## src/rtl/if_pc_unit.sv

```systemverilog
// ---------------------------------------------------------------------------
// if_pc_unit
//   Program-counter stage of the instruction-fetch path. Holds the PC, feeds
//   it to the external +1 incrementer and instruction memory, and selects the
//   next PC from the sequential, branch and jump sources. Handles hazard
//   stalls, single-step debug mode and HALT, and reports fetch validity,
//   redirect flushes and the number of cycles spent running.
//
// Ports
//   clk, rst_n        : clock (rising edge), asynchronous active-low reset
//   start_i           : leave IDLE and begin execution (level)
//   step_mode_i       : 0 = continuous run, 1 = single-step
//   step_i            : one advance permit per high cycle in step mode
//   stall_i           : hazard stall, hold PC this cycle
//   branch_i/_target_i: taken-branch redirect and destination
//   jump_i/_target_i  : jump redirect and destination (beats branch)
//   halt_i            : instruction at pc_o is HALT
//   pc_plus1_i        : incrementer result, used unmodified (wraps freely)
//   pc_o              : current PC
//   fetch_valid_o     : instruction at pc_o is consumed by IF/ID this cycle
//   flush_o           : registered one-cycle squash after an accepted redirect
//   halted_o          : block is in HALTED
//   cycle_count_o     : saturating count of clock edges spent in RUN
//
// Handshake: a redirect (jump_i/branch_i) is accepted only on a cycle where
// the PC advances; when it is not accepted (stall, step wait) it is not
// latched, so the requester must keep it asserted until an advancing cycle.
// ---------------------------------------------------------------------------
module if_pc_unit #(
  parameter int                  PC_WIDTH  = 32,
  parameter logic [PC_WIDTH-1:0] RESET_PC  = '0,
  parameter int                  CNT_WIDTH = 32
) (
  input  logic                 clk,
  input  logic                 rst_n,
  input  logic                 start_i,
  input  logic                 step_mode_i,
  input  logic                 step_i,
  input  logic                 stall_i,
  input  logic                 branch_i,
  input  logic [PC_WIDTH-1:0]  branch_target_i,
  input  logic                 jump_i,
  input  logic [PC_WIDTH-1:0]  jump_target_i,
  input  logic                 halt_i,
  input  logic [PC_WIDTH-1:0]  pc_plus1_i,
  output logic [PC_WIDTH-1:0]  pc_o,
  output logic                 fetch_valid_o,
  output logic                 flush_o,
  output logic                 halted_o,
  output logic [CNT_WIDTH-1:0] cycle_count_o
);

  typedef enum logic [1:0] {
    ST_IDLE   = 2'd0,
    ST_RUN    = 2'd1,
    ST_HALTED = 2'd2
  } state_t;

  state_t              state;
  logic                adv;
  logic                redirect;
  logic                halt_take;
  logic [PC_WIDTH-1:0] next_pc;

  // The PC moves only when running, not stalled, and (in step mode) permitted.
  assign adv       = (state == ST_RUN) && !stall_i && (!step_mode_i || step_i);
  assign redirect  = jump_i || branch_i;
  // A redirect squashes the HALT slot, so HALT only takes effect without one.
  assign halt_take = halt_i && !redirect;

  assign fetch_valid_o = adv && !halt_take;
  assign halted_o      = (state == ST_HALTED);

  always_comb begin
    next_pc = pc_plus1_i;
    if (jump_i)        next_pc = jump_target_i;
    else if (branch_i) next_pc = branch_target_i;
  end

  always_ff @(posedge clk or negedge rst_n) begin
    if (!rst_n) begin
      state         <= ST_IDLE;
      pc_o          <= RESET_PC;
      flush_o       <= 1'b0;
      cycle_count_o <= '0;
    end else begin
      flush_o <= adv && redirect;
      case (state)
        ST_IDLE: begin
          if (start_i) state <= ST_RUN;
        end
        ST_RUN: begin
          if (cycle_count_o != '1) cycle_count_o <= cycle_count_o + CNT_WIDTH'(1);
          if (adv) begin
            if (halt_take) state <= ST_HALTED;
            else           pc_o  <= next_pc;
          end
        end
        ST_HALTED: begin
          state <= ST_HALTED;
        end
        default: begin
          state <= ST_IDLE;
        end
      endcase
    end
  end

endmodule

```

## config.mk

```make
export PLATFORM = sky130hd
export DESIGN_NAME = if_pc_unit
export DESIGN_NICKNAME = d
export VERILOG_FILES = /design/src/rtl/if_pc_unit.sv
export SDC_FILE = /design/constraint.sdc
export NUM_CORES = 1
export LEC_CHECK = 0
export ABC_AREA = 1
export BUFFER_PORTS_ARGS = -buffer_cell sky130_fd_sc_hd__buf_2
export CAP_MARGIN = 25
export CORE_MARGIN = 2
export CORE_UTILIZATION = 53
export DETAILED_ROUTE_END_ITERATION = 8
export GPL_TIMING_DRIVEN = 0
export PLACE_DENSITY = 0.87
export SETUP_SLACK_MARGIN = 0.4
export SLEW_MARGIN = 5
export SYNTH_ARGS = -nofsm -noshare
export SYNTH_HDL_FRONTEND = slang
export SYNTH_SLANG_ARGS = --single-unit
export TNS_END_PERCENT = 100
```

## constraint.sdc

```tcl
create_clock -name clk -period 3.7 [get_ports clk]
set_clock_uncertainty 0.2 [all_clocks]
set_input_delay 0.37 -clock clk [delete_from_list [all_inputs] [get_ports clk]]
set_output_delay 0.37 -clock clk [all_outputs]
set_load 0.005 [all_outputs]
```

==> Yosys cells after proc, flatten, opt, wreduce, memory -nomap -nowiden <==
Index checks and enable logic that the tools add are counted.
W data, S select, Z words.
{ "word_totals": {"regBits": 67, "latchBits": 0, "ram_bits": 0, "rom_bits": 0, "input_bits": 105, "n_memories": 0} }
{ "op_classes": {"n_addsub": 1, "multipliers": 0, "div": 0, "order_cmp": 0, "n_eq_ne": 6, "shift": 0, "muxes": 6, "n_bitwise": 1, "reduce_logical": 15} }
{ "op_table": {"columns": ["cell", "n"], "rows": [
  ["$mux W32", 2],
  ["$add A32 B1 Y32 const B", 1],
  ["$ne A32 B32 Y1 const B", 1],
  ["$mux W2", 3],
  ["$ne A2 B2 Y1 const B", 3],
  ["$pmux W2 S3", 1],
  ["$reduce_and A3 Y1", 2],
  ["$logic_and A1 B1 Y1", 5],
  ["$logic_not A1 Y1", 4],
  ["$eq A2 B1 Y1 const B", 1],
  ["$eq A2 B2 Y1 const B", 1],
  ["$logic_not A2 Y1", 1],
  ["$logic_or A1 B1 Y1", 2],
  ["$reduce_and A2 Y1", 1],
  ["$not A1 Y1", 1]
]} }

==> Depth between registers and ports, before layout <==
{ "logic_depth": {"depth_word": 6, "mapped_depth": 11, "mapped_depth_nobuf": 10} }

==> Least setup slack after synthesis <==
OpenSTA, ideal clock, no wires.
{ "synth_timing": {"path_kind": "register to output", "start": "reg state[1]", "end": "out fetch_valid_o", "arrival_ns": 1.444, "required_ns": 3.130, "path_slack_ns": 1.686, "stages_incl_launch_ff": 9, "path_cell_list": "dfrtp_1 > inv_1 > ha_1 > inv_2 > nor2_1 > o21ai_1 > a31oi_2 > buf_6 > buf_6"} }
{ "synth_between": {"elab_chain_len": 4} }
{ "synth_rtl": {"columns": ["element", "line_no", "rtl"], "rows": [
  ["start: declaration", "59", "state_t state;"],
  ["start signal: assignment", "82", "state <= ST_IDLE;"],
  ["start signal: assignment", "90", "if (start_i) state <= ST_RUN;"],
  ["start signal: assignment", "95", "if (halt_take) state <= ST_HALTED;"],
  ["$eq A2 B1 Y1", "66", "assign adv = (state == ST_RUN) && !stall_i && (!step_mode_i || step_i);"],
  ["$logic_and A1 B1 Y1 (2 in series)", "66", null],
  ["$logic_and A1 B1 Y1", "71", "assign fetch_valid_o = adv && !halt_take;"],
  ["end: declaration", "47", "output logic fetch_valid_o,"]
]} }
Every way passes these cells.

==> Final worst setup path <==
Same ends and word-level chain as after synthesis.

==> out/metrics.cfg <==
[status]
outcome=complete, no violations

[drt]
route.detailed.drc=0
vias_per_cell=5.29
antenna_left=0
routedLengthMet1_mm=4.77
vias=4791
top_signal_layer_used=met4
detailedRoute.firstPassIterationCount=5
met2RoutedLength_mm=6.40
detail_route.wirelength_mm=12.8
met3_length_mm=1.04
avgRoutedWirePerCell_um=14.1
detailedRoute.firstIterationViolations=219

[power]
ir_worst_vdd_uv=352
p_total_uw=2610
cellPowerDensity_nw_per_um2=479
p_leak_uw=0.00266

[die]
num_io_pins=172
die_width_um=93.6
die-height_um=93.6
initial_utilization_pct=54.8
floorplan.rows=32
floorplan.core_area_um2=7770
floorplan.die_area_um2=8770

[job]
cap_violations=0

[synthesis]
syn_area_per_cell_um2=6.89
synthesis.area_um2=4260
yosysMostFrequentCell=sky130_fd_sc_hd__nand2_1
ys_top_cells_by_area=sky130_fd_sc_hd__dfrtp_1, sky130_fd_sc_hd__nand2_1, sky130_fd_sc_hd__nor2_1
synth_edf_count=0
synth_fp_nets=727
ys_types=26
synth.top_cells.by_count=sky130_fd_sc_hd__nand2_1, sky130_fd_sc_hd__nor2_1, sky130_fd_sc_hd__dfrtp_1
part_of_the_yosys_area_used_for_sequential_elements_pct=39.4
synth-seq-cells=67
ys.warnings.count=0
synth_cells=618
synth_top_area_share_pct=39.4
synth_top_cell_by_area=sky130_fd_sc_hd__dfrtp_1
async_flop_share_pct=100
ys.flop_type=sky130_fd_sc_hd__dfrtp_1

[clocking]
cts_inserted_buffers=9
cts-resized-gates=0
cts_tree=yes
cts_htree_levels=3
clock-root-buffer=sky130_fd_sc_hd__clkbuf_8
clk_pin_slew_ns=0.08
clockBufferDepth=2
clock_latency_late_sink_ns=0.35
numClockSinks=67

[place]
finalWeightedCongestion=0.961
detailedPlacementHpwl_mm=9.96
numPortBuffers=170

[timing]
total_negative_slack_for_setup_checks_ns=0
layout_worst_path_cycle_share_pct=76.8
min_period_ns=2.84
finalHoldWorstSlack_ns=0.110
finalHoldViolations=0
rsz0062_at_grt=no
timing_worst_slew_pin_value_ns=0.862
final-setup-viol-count=0
clock.fmax_mhz=352
finalMaxSlewViolations=0
relSlewSlack_pct=42.6

[hold_path]
timing.hold.worst.class=primary input to flip-flop

[critical_path]
worst_setup_path_end_kind=output port
critPathMaxFanout=10
worstPathArrival_ns=2.27
criticalPathCategory=flip-flop to output port
worst_setup_path_start_kind=flip-flop
timing.critical_path.required_ns=3.13

[grt]
grt_util_all_layers_pct=30.4
grt_start_max_net_pins=68
wire_length_of_the_first_global_routing_pass_mm=20.9
grt_overflow_total=0
number_of_antenna_violations_at_the_first_check_in_global_routing=1
first_global_vias=4574

[layout]
multi_input_area_um2=2260
num-nets-final=909
fraction_of_layout_cells_with_a_size_suffix_above_1_pct=30.1
growth_of_design_area_from_synthesis_to_finish_pct=28.0
ff_latch_area_um2=1680
final.fill_count=650

[final timing paths]
path	start	to	slack, ns	depth (start not counted)
setup / recovery	state[1]	fetch_valid_o	0.86	9
hold / removal	jump_target_i[2]	pc_o[2]	0.11	3
setup reg to reg	state[1]	cycle_count_o[28]	1.41	9
hold reg to reg	pc_o[28]	pc_o[28]	0.31	2
max in group asynchronous	rst_n	cycle_count_o[23]	2.25	2
min in group asynchronous	rst_n	pc_o[27]	0.48	2
[power breakdown]
| group | switching [uW] | internal, uW | total, uW | leakage, uW |
|---|---|---|---|---|
| Combinational | 497 | 396 | 893 | 0.00172 |
| Sequential | 139 | 937 | 1080 | 0.000833 |
| Clock | 284 | 358 | 642 | 0.000104 |
[worst max-delay path: stages, from the launching register on]
cell and delay [ns]:
sky130_fd_sc_hd__dfrtp_1 0.40, sky130_fd_sc_hd__inv_1 0.09, sky130_fd_sc_hd__ha_1 0.33, sky130_fd_sc_hd__inv_2 0.13, sky130_fd_sc_hd__nor2_1 0.10, sky130_fd_sc_hd__o21ai_1 0.15
sky130_fd_sc_hd__a31oi_2 0.22, sky130_fd_sc_hd__buf_6 0.18, sky130_fd_sc_hd__buf_6 0.18, sky130_fd_sc_hd__buf_2 0.14
[registers in the layout (all words and copies together) (netlist names)]
register	flops
flush_o	1
cycle_count_o	32
state	2
pc_o	32
[final cells by class]
cell class                 count  area share (%)
sequential                    67            30.8
antenna                        1          0.0459
buffer                        26            3.26
timing repair buffer         171            15.8
tap                          102            2.34
clock buffer                  12            3.03
multi-input combinational    487            41.5
inverter                      38            2.62
clock inverter                 2           0.643
[metal layers]
layer / up-vias / GRT usage [%]
met5: - / 0
met4: 0 / 15.0
met3: 47 / 7.17
met2: 238 / 52.9
met1: 2169 / 34.9
li1: 2337 / -
[cells in the final DEF, fill, tap and decap left out, types with 12 or more instances in the layout]
cell	count
sky130_fd_sc_hd__a21oi_2	18
sky130_fd_sc_hd__nand2_2	13
sky130_fd_sc_hd__a21oi_1	17
sky130_fd_sc_hd__clkbuf_8	12
sky130_fd_sc_hd__inv_1	34
sky130_fd_sc_hd__o21ai_0	38
sky130_fd_sc_hd__clkbuf_1	14
sky130_fd_sc_hd__nor2_1	87
sky130_fd_sc_hd__buf_2	170
sky130_fd_sc_hd__dfrtp_1	67
sky130_fd_sc_hd__nand2_1	223
sky130_fd_sc_hd__nand3_1	53
[cells by family after synthesis]
group	count (synthesis)	synth area share, %
AND/OR/NAND/NOR	401	39.9
AO/OA/AOI/OAI	76	10.8
flip-flops	67	39.4
buffers and inverters	64	7.52
XOR/XNOR	6	1.23
adder cells (fa/ha/maj)	4	1.18
[per-stage QoR]
stage	area [um2]	worst slack [ns]	std cells	utilization, %
final	5450	0.859	906	70.2
after global routing	5450	0.709	906	70.2
after CTS	5450	0.848	905	70.2
after detailed placement	5240	1.23	890	67.4
after global placement	5240	1.28	890	67.4
after floorplan	4260	1.69	618	-
[timing repair]
item / CTS / global route
setup buffers: 0 / 0
endpoints found under the hold margin: 67 / 0
hold buffers: 1 / 0
No activity file was read; power rests on OpenSTA's default activity.
